[src/rtl/wb_cmd_master_if.sv]
// Command/response channel plus Wishbone master bus for wb_cmd_master.
// master: the initiator's view; slave: the host-plus-slave side that drives it.
`timescale 1ns/1ps
interface wb_cmd_master_if;
  logic        cmd_valid_i;
  logic        cmd_ready_o;
  logic        cmd_we_i;
  logic [31:0] cmd_adr_i;
  logic [31:0] cmd_dat_i;
  logic [3:0]  cmd_sel_i;
  logic        rsp_valid_o;
  logic        rsp_ready_i;
  logic [31:0] rsp_dat_o;
  logic        rsp_err_o;
  logic        rsp_tout_o;
  logic [31:0] wbm_dat_o;
  logic [31:0] wbm_adr_o;
  logic [3:0]  wbm_sel_o;
  logic        wbm_we_o;
  logic        wbm_cyc_o;
  logic        wbm_stb_o;
  logic [31:0] wbm_dat_i;
  logic        wbm_ack_i;
  logic        wbm_err_i;

  modport master (
    input  cmd_valid_i, cmd_we_i, cmd_adr_i, cmd_dat_i, cmd_sel_i, rsp_ready_i,
    input  wbm_dat_i, wbm_ack_i, wbm_err_i,
    output cmd_ready_o, rsp_valid_o, rsp_dat_o, rsp_err_o, rsp_tout_o,
    output wbm_dat_o, wbm_adr_o, wbm_sel_o, wbm_we_o, wbm_cyc_o, wbm_stb_o
  );

  modport slave (
    output cmd_valid_i, cmd_we_i, cmd_adr_i, cmd_dat_i, cmd_sel_i, rsp_ready_i,
    output wbm_dat_i, wbm_ack_i, wbm_err_i,
    input  cmd_ready_o, rsp_valid_o, rsp_dat_o, rsp_err_o, rsp_tout_o,
    input  wbm_dat_o, wbm_adr_o, wbm_sel_o, wbm_we_o, wbm_cyc_o, wbm_stb_o
  );
endinterface

[src/rtl/wb_cmd_master.sv]
// Single-beat Wishbone initiator with bus-cycle timeout; accept->stb 1 cycle, ack->rsp 1 cycle.
// Backpressure: one command in flight; cmd_ready low until the response is consumed.
`timescale 1ns/1ps
module wb_cmd_master #(
  parameter int TOUT_CYC = 255,
  parameter int TOUT_W   = 16
) (
  input  logic              clk_i,
  input  logic              rst_i,
  wb_cmd_master_if.master   bus,
  output logic [7:0]        tout_cnt_o
);

  typedef enum logic [1:0] {IDLE, BUS, RESP} state_t;

  state_t            state;
  state_t            state_nxt;
  logic [TOUT_W-1:0] cnt;
  logic              accept;
  logic              term_err;
  logic              term_ack;
  logic              term_tout;
  logic              bus_done;
  logic              rsp_hs;

  always_comb begin
    accept    = (state == IDLE) && bus.cmd_valid_i;
    term_err  = (state == BUS) && bus.wbm_err_i;
    term_ack  = (state == BUS) && bus.wbm_ack_i && !bus.wbm_err_i;
    term_tout = (state == BUS) && !bus.wbm_ack_i && !bus.wbm_err_i &&
                (cnt == TOUT_W'(TOUT_CYC - 1));
    bus_done  = term_err || term_ack || term_tout;
    rsp_hs    = (state == RESP) && bus.rsp_ready_i;
  end

  always_ff @(posedge clk_i) begin
    if (rst_i) state <= IDLE;
    else       state <= state_nxt;
  end

  always_comb begin
    state_nxt = state;
    case (state)
      IDLE:    if (accept)   state_nxt = BUS;
      BUS:     if (bus_done) state_nxt = RESP;
      RESP:    if (rsp_hs)   state_nxt = IDLE;
      default:               state_nxt = IDLE;
    endcase
  end

  // Handshake/control outputs decode the state register only.
  always_comb begin
    bus.cmd_ready_o = (state == IDLE);
    bus.wbm_cyc_o   = (state == BUS);
    bus.wbm_stb_o   = (state == BUS);
    bus.rsp_valid_o = (state == RESP);
  end

  always_ff @(posedge clk_i) begin
    if (rst_i) begin
      cnt           <= '0;
      tout_cnt_o    <= '0;
      bus.wbm_we_o  <= 1'b0;
      bus.wbm_sel_o <= '0;
      bus.wbm_dat_o <= '0;
      bus.wbm_adr_o <= '0;
      bus.rsp_dat_o <= '0;
      bus.rsp_err_o <= 1'b0;
      bus.rsp_tout_o <= 1'b0;
    end else begin
      if (accept) begin
        bus.wbm_we_o  <= bus.cmd_we_i;
        bus.wbm_sel_o <= bus.cmd_sel_i;
        bus.wbm_dat_o <= bus.cmd_dat_i;
        bus.wbm_adr_o <= {bus.cmd_adr_i[31:2], 2'b00};
        cnt           <= '0;
      end else if ((state == BUS) && !bus_done) begin
        cnt <= cnt + TOUT_W'(1);
      end

      // Bus fields return to zero as soon as the cycle ends.
      if (bus_done) begin
        bus.wbm_we_o   <= 1'b0;
        bus.wbm_sel_o  <= '0;
        bus.wbm_dat_o  <= '0;
        bus.wbm_adr_o  <= '0;
        bus.rsp_err_o  <= term_err || term_tout;
        bus.rsp_tout_o <= term_tout;
        bus.rsp_dat_o  <= (term_ack && !bus.wbm_we_o) ? bus.wbm_dat_i : 32'h0;
        if (term_tout && (tout_cnt_o != 8'hFF))
          tout_cnt_o <= tout_cnt_o + 8'd1;
      end

      if (rsp_hs)
        bus.rsp_tout_o <= 1'b0;
    end
  end

endmodule
[src/flat_wrapper.sv]
// flat-port wrapper written by rule: the top's interface ports become plain ports
module wb_cmd_master_flat 
#(
  parameter int TOUT_CYC = 255,
  parameter int TOUT_W   = 16
)
  (clk_i, rst_i, tout_cnt_o, bus_cmd_valid_i, bus_cmd_we_i, bus_cmd_adr_i, bus_cmd_dat_i, bus_cmd_sel_i, bus_rsp_ready_i, bus_wbm_dat_i, bus_wbm_ack_i, bus_wbm_err_i, bus_cmd_ready_o, bus_rsp_valid_o, bus_rsp_dat_o, bus_rsp_err_o, bus_rsp_tout_o, bus_wbm_dat_o, bus_wbm_adr_o, bus_wbm_sel_o, bus_wbm_we_o, bus_wbm_cyc_o, bus_wbm_stb_o);
  wb_cmd_master_if bus_i ();
  input  logic clk_i;
  input  logic rst_i;
  output logic [7:0] tout_cnt_o;
  input wire logic [$bits(bus_i.cmd_valid_i)-1:0] bus_cmd_valid_i;
  input wire logic [$bits(bus_i.cmd_we_i)-1:0] bus_cmd_we_i;
  input wire logic [$bits(bus_i.cmd_adr_i)-1:0] bus_cmd_adr_i;
  input wire logic [$bits(bus_i.cmd_dat_i)-1:0] bus_cmd_dat_i;
  input wire logic [$bits(bus_i.cmd_sel_i)-1:0] bus_cmd_sel_i;
  input wire logic [$bits(bus_i.rsp_ready_i)-1:0] bus_rsp_ready_i;
  input wire logic [$bits(bus_i.wbm_dat_i)-1:0] bus_wbm_dat_i;
  input wire logic [$bits(bus_i.wbm_ack_i)-1:0] bus_wbm_ack_i;
  input wire logic [$bits(bus_i.wbm_err_i)-1:0] bus_wbm_err_i;
  output wire logic [$bits(bus_i.cmd_ready_o)-1:0] bus_cmd_ready_o;
  output wire logic [$bits(bus_i.rsp_valid_o)-1:0] bus_rsp_valid_o;
  output wire logic [$bits(bus_i.rsp_dat_o)-1:0] bus_rsp_dat_o;
  output wire logic [$bits(bus_i.rsp_err_o)-1:0] bus_rsp_err_o;
  output wire logic [$bits(bus_i.rsp_tout_o)-1:0] bus_rsp_tout_o;
  output wire logic [$bits(bus_i.wbm_dat_o)-1:0] bus_wbm_dat_o;
  output wire logic [$bits(bus_i.wbm_adr_o)-1:0] bus_wbm_adr_o;
  output wire logic [$bits(bus_i.wbm_sel_o)-1:0] bus_wbm_sel_o;
  output wire logic [$bits(bus_i.wbm_we_o)-1:0] bus_wbm_we_o;
  output wire logic [$bits(bus_i.wbm_cyc_o)-1:0] bus_wbm_cyc_o;
  output wire logic [$bits(bus_i.wbm_stb_o)-1:0] bus_wbm_stb_o;
  assign bus_i.cmd_valid_i = bus_cmd_valid_i;
  assign bus_i.cmd_we_i = bus_cmd_we_i;
  assign bus_i.cmd_adr_i = bus_cmd_adr_i;
  assign bus_i.cmd_dat_i = bus_cmd_dat_i;
  assign bus_i.cmd_sel_i = bus_cmd_sel_i;
  assign bus_i.rsp_ready_i = bus_rsp_ready_i;
  assign bus_i.wbm_dat_i = bus_wbm_dat_i;
  assign bus_i.wbm_ack_i = bus_wbm_ack_i;
  assign bus_i.wbm_err_i = bus_wbm_err_i;
  assign bus_cmd_ready_o = bus_i.cmd_ready_o;
  assign bus_rsp_valid_o = bus_i.rsp_valid_o;
  assign bus_rsp_dat_o = bus_i.rsp_dat_o;
  assign bus_rsp_err_o = bus_i.rsp_err_o;
  assign bus_rsp_tout_o = bus_i.rsp_tout_o;
  assign bus_wbm_dat_o = bus_i.wbm_dat_o;
  assign bus_wbm_adr_o = bus_i.wbm_adr_o;
  assign bus_wbm_sel_o = bus_i.wbm_sel_o;
  assign bus_wbm_we_o = bus_i.wbm_we_o;
  assign bus_wbm_cyc_o = bus_i.wbm_cyc_o;
  assign bus_wbm_stb_o = bus_i.wbm_stb_o;
  wb_cmd_master #(.TOUT_CYC(TOUT_CYC), .TOUT_W(TOUT_W)) u_core (.clk_i(clk_i), .rst_i(rst_i), .bus(bus_i), .tout_cnt_o(tout_cnt_o));
endmodule
[config.mk]
export PLATFORM = sky130hd
export DESIGN_NAME = wb_cmd_master_flat
export DESIGN_NICKNAME = d
export VERILOG_FILES = /design/src/rtl/wb_cmd_master_if.sv /design/src/rtl/wb_cmd_master.sv /design/src/flat_wrapper.sv
export SDC_FILE = /design/constraint.sdc
export NUM_CORES = 1
export LEC_CHECK = 0
export CAP_MARGIN = 30
export CORE_ASPECT_RATIO = 2
export CORE_MARGIN = 2
export CORE_UTILIZATION = 41
export CTS_CLUSTER_SIZE = 16
export DETAILED_ROUTE_END_ITERATION = 10
export PLACE_DENSITY = 0.86
export SLEW_MARGIN = 20
export SYNTH_ARGS = -nofsm -noshare
export SYNTH_HDL_FRONTEND = slang
export SYNTH_SLANG_ARGS = --single-unit
[constraint.sdc]
create_clock -name clk_i -period 2.1 [get_ports clk_i]
set_clock_uncertainty 0.1 [all_clocks]
set_input_delay 0.42 -clock clk_i [delete_from_list [all_inputs] [get_ports clk_i]]
set_output_delay 0.42 -clock clk_i [all_outputs]
set_load 0.01 [all_outputs]
==> metrics.txt <==
Hold Buf Count CTS 0; Worst setup EP type flop; Tmin final between 2 and 2.5 ns; async set-or-reset flop fraction in the synthesized netlist 0%; worst setup path class flop to flop; synth top area cells dfxtp_1 (53%), nand2_1 (11%), a21oi_1 (8.5%), a22o_1 (5.9%), clkbuf_1 (1.8%); CP max stage delay approximately 0.37 ns; Final Cycle Share 98.6%; most common cell in the netlist nand2_1; DRT Pass-1 Iters 5; outcome finished clean; Max Slew Vio Count 0; maximum clock rate 0.483 GHz; first-pass GRT wire length roughly 24 mm; Worst Path Required 2.29 ns; Die Y 157 um; final core utilization 70.0%; initial antenna violation count 0; initial drt markers 268; Pwr Total roughly 6.4 mW; mean post-synth cell area 8.79 um^2; Seq cells post-synth 127; Detailed Place HPWL 11.3 mm; DIE WIDTH 80.4 um; ys flop type dfxtp_1; mux cell area share after synthesis less than 1%; PortBufs 217; Post-synth top cells nand2_1 (146), dfxtp_1 (127), a21oi_1 (81); IO Pins 222; Post-Synth XOR/XNOR Area 0.183%; total wire length 15.4 mm; worst path buffer plus inverter count 2; Cell variety after synth 52; pwr dens between 800 and 900 nW/um^2; clock latency on the worst-skew pair 0.40 ns; Largest delay share family, worst path simple AND/OR/NAND/NOR gates; max-cap check violation count 0; final setup vio count 0; vias in the first global route roughly 5100; total track usage 24.2%; combinational family with the most area after synthesis simple AND/OR/NAND/NOR gates; CP arrival 2.26 ns; CTS root buf clkbuf_16; nets@finish 886; global route overflow 0; Antenna Cells 0; clock transition at the registers of the reported paths 0.06 ns; Core Region 11400 um^2; CTS tree built; clk buf depth 2; worst ir drop on vdd 0.575 mV; adder-cell share of the synthesized area 0.783%; Starting Density 42.2%; FF-to-FF setup slack 0.03 ns; post-route ant nets 0; synthesized instance count ~550; vias per cell between 5 and 6; Sink Count 127; Max FO, Critical Path 10; Fin. Hold Viols 0; gp weighted congestion 0.866; Simple-Gate Fraction of Synth Area 21.7%; Leakage Power 2.96 nW; via count about 5000; Num CTS Buffers 17; floorplan row count 55; share of layout cells above drive strength 1 about a tenth; number of enable flip-flop cells after synthesis 0; Synth area leader dfxtp_1; pin count of the biggest net entering global routing 69; DR DRC count 0; DR WL/cell 16.6 um; critical path, cell by cell inv_1 -> ha_1 -> and4b_1 -> nand4_1 -> buf_4 -> nor4_2 -> mux2_2; HP Class flop to flop; register area share after synthesis 53.1%; Yosys warning total 0; Setup WS post-layout 0.0288 ns; startpoint types flop; post-synthesis cell area 4790 um^2; slowest CP cell mux2_2; Hold WS between 0.3 and 0.4 ns; Place WS -0.339 ns; H-tree Lvls 4; compound-cell area share of the yosys netlist 19.0%; Yosys top cell area share 53.1%; DIE AREA 12600 um^2; Layout area overhead 65.9%
registers in the layout, summed over array words and instances, names as in the netlist:
signal	count
u_core.bus.rsp_err_o	1
u_core.bus.wbm_we_o	1
u_core.state	2
u_core.bus.rsp_dat_o	32
u_core.cnt	16
u_core.bus.wbm_dat_o	32
u_core.bus.wbm_sel_o	4
u_core.bus.wbm_adr_o	30
u_core.bus.rsp_tout_o	1
u_core.tout_cnt_o	8
per-stage QoR:
step / std cells / instance area [um^2] / TNS, ns
after floorplan: 546 / 4790 / 0
after global placement: 898 / 7290 / -3.37
after detailed placement: 898 / 7290 / -9.43
after CTS: 930 / 7920 / 0
after global routing: 930 / 7950 / -0.0569
final: 930 / 7950 / 0
power by group:
group          switching, mW  internal, mW  total [mW]
Sequential            0.0587          2.51        2.57
Clock                   1.08          1.94        3.02
Combinational          0.358         0.452       0.811
Total                   1.50          4.90        6.40
final cells by class:
| class | count | area, um^2 |
|---|---|---|
| timing repair buffer | 250 | 2490 |
| inverter | 7 | 26.3 |
| fill | 811 | 3410 |
| sequential | 127 | 2550 |
| clock buffer | 20 | 457 |
| multi-input combinational | 373 | 2100 |
| clock inverter | 11 | 155 |
| tap | 142 | 178 |
what timing repair did:
item / in CTS / in global routing
buffers inserted: 1 / 0
setup endpoints to repair: 4 / 5
cloned: 0 / 0
gates resized for setup: 8 / 6
path summary, 6_finish.rpt:
check | cells past startpoint | endpoint | from
setup / recovery | 7 | u_core.tout_cnt_o[5] | u_core.cnt[0]
hold / removal | 2 | u_core.bus.wbm_dat_o[18] | u_core.bus.wbm_dat_o[18]
setup reg to reg | 7 | u_core.tout_cnt_o[5] | u_core.cnt[0]
hold reg to reg | 2 | u_core.bus.wbm_dat_o[18] | u_core.bus.wbm_dat_o[18]
logic make-up after synthesis:
kind of cell / Yosys count
DFF: 127
muxes: 4
adders and majority gates: 3
buffers and inverters: 46
AOI/OAI and AO/OA: 143
xor gates and xnor gates: 1
other: 1
and+or+nand+nor: 220
tightest hold or removal path: cells and delay by family (launching register included):
family	cells	cell delay (ns)
flip-flops	1	0.30
AND/OR/NAND/NOR	1	0.05
AO/OA/AOI/OAI	1	0.05
routing by layer:
layer | vias up | part of all wire, % | GRT usage (%)
met5 | - | 0 | 0
met4 | 0 | 4.3 | 13.4
met3 | 46 | 9.1 | 9.05
met2 | 261 | 53 | 42.5
met1 | 2350 | 34 | 23.7
li1 | 2363 | - | -
layout by cell type (no fill, tap or decap), types with 7 or more instances in the layout:
cell	n
a21oi_1	81
a22o_1	32
buf_4	28
clkbuf_16	17
clkdlybuf4s50_1	212
dfxtp_1	125
inv_1	7
nand2_1	145
nand3_1	12
nor2_1	9
o21ai_0	8
or3_1	9
No activity file was read; power rests on OpenSTA's default activity.
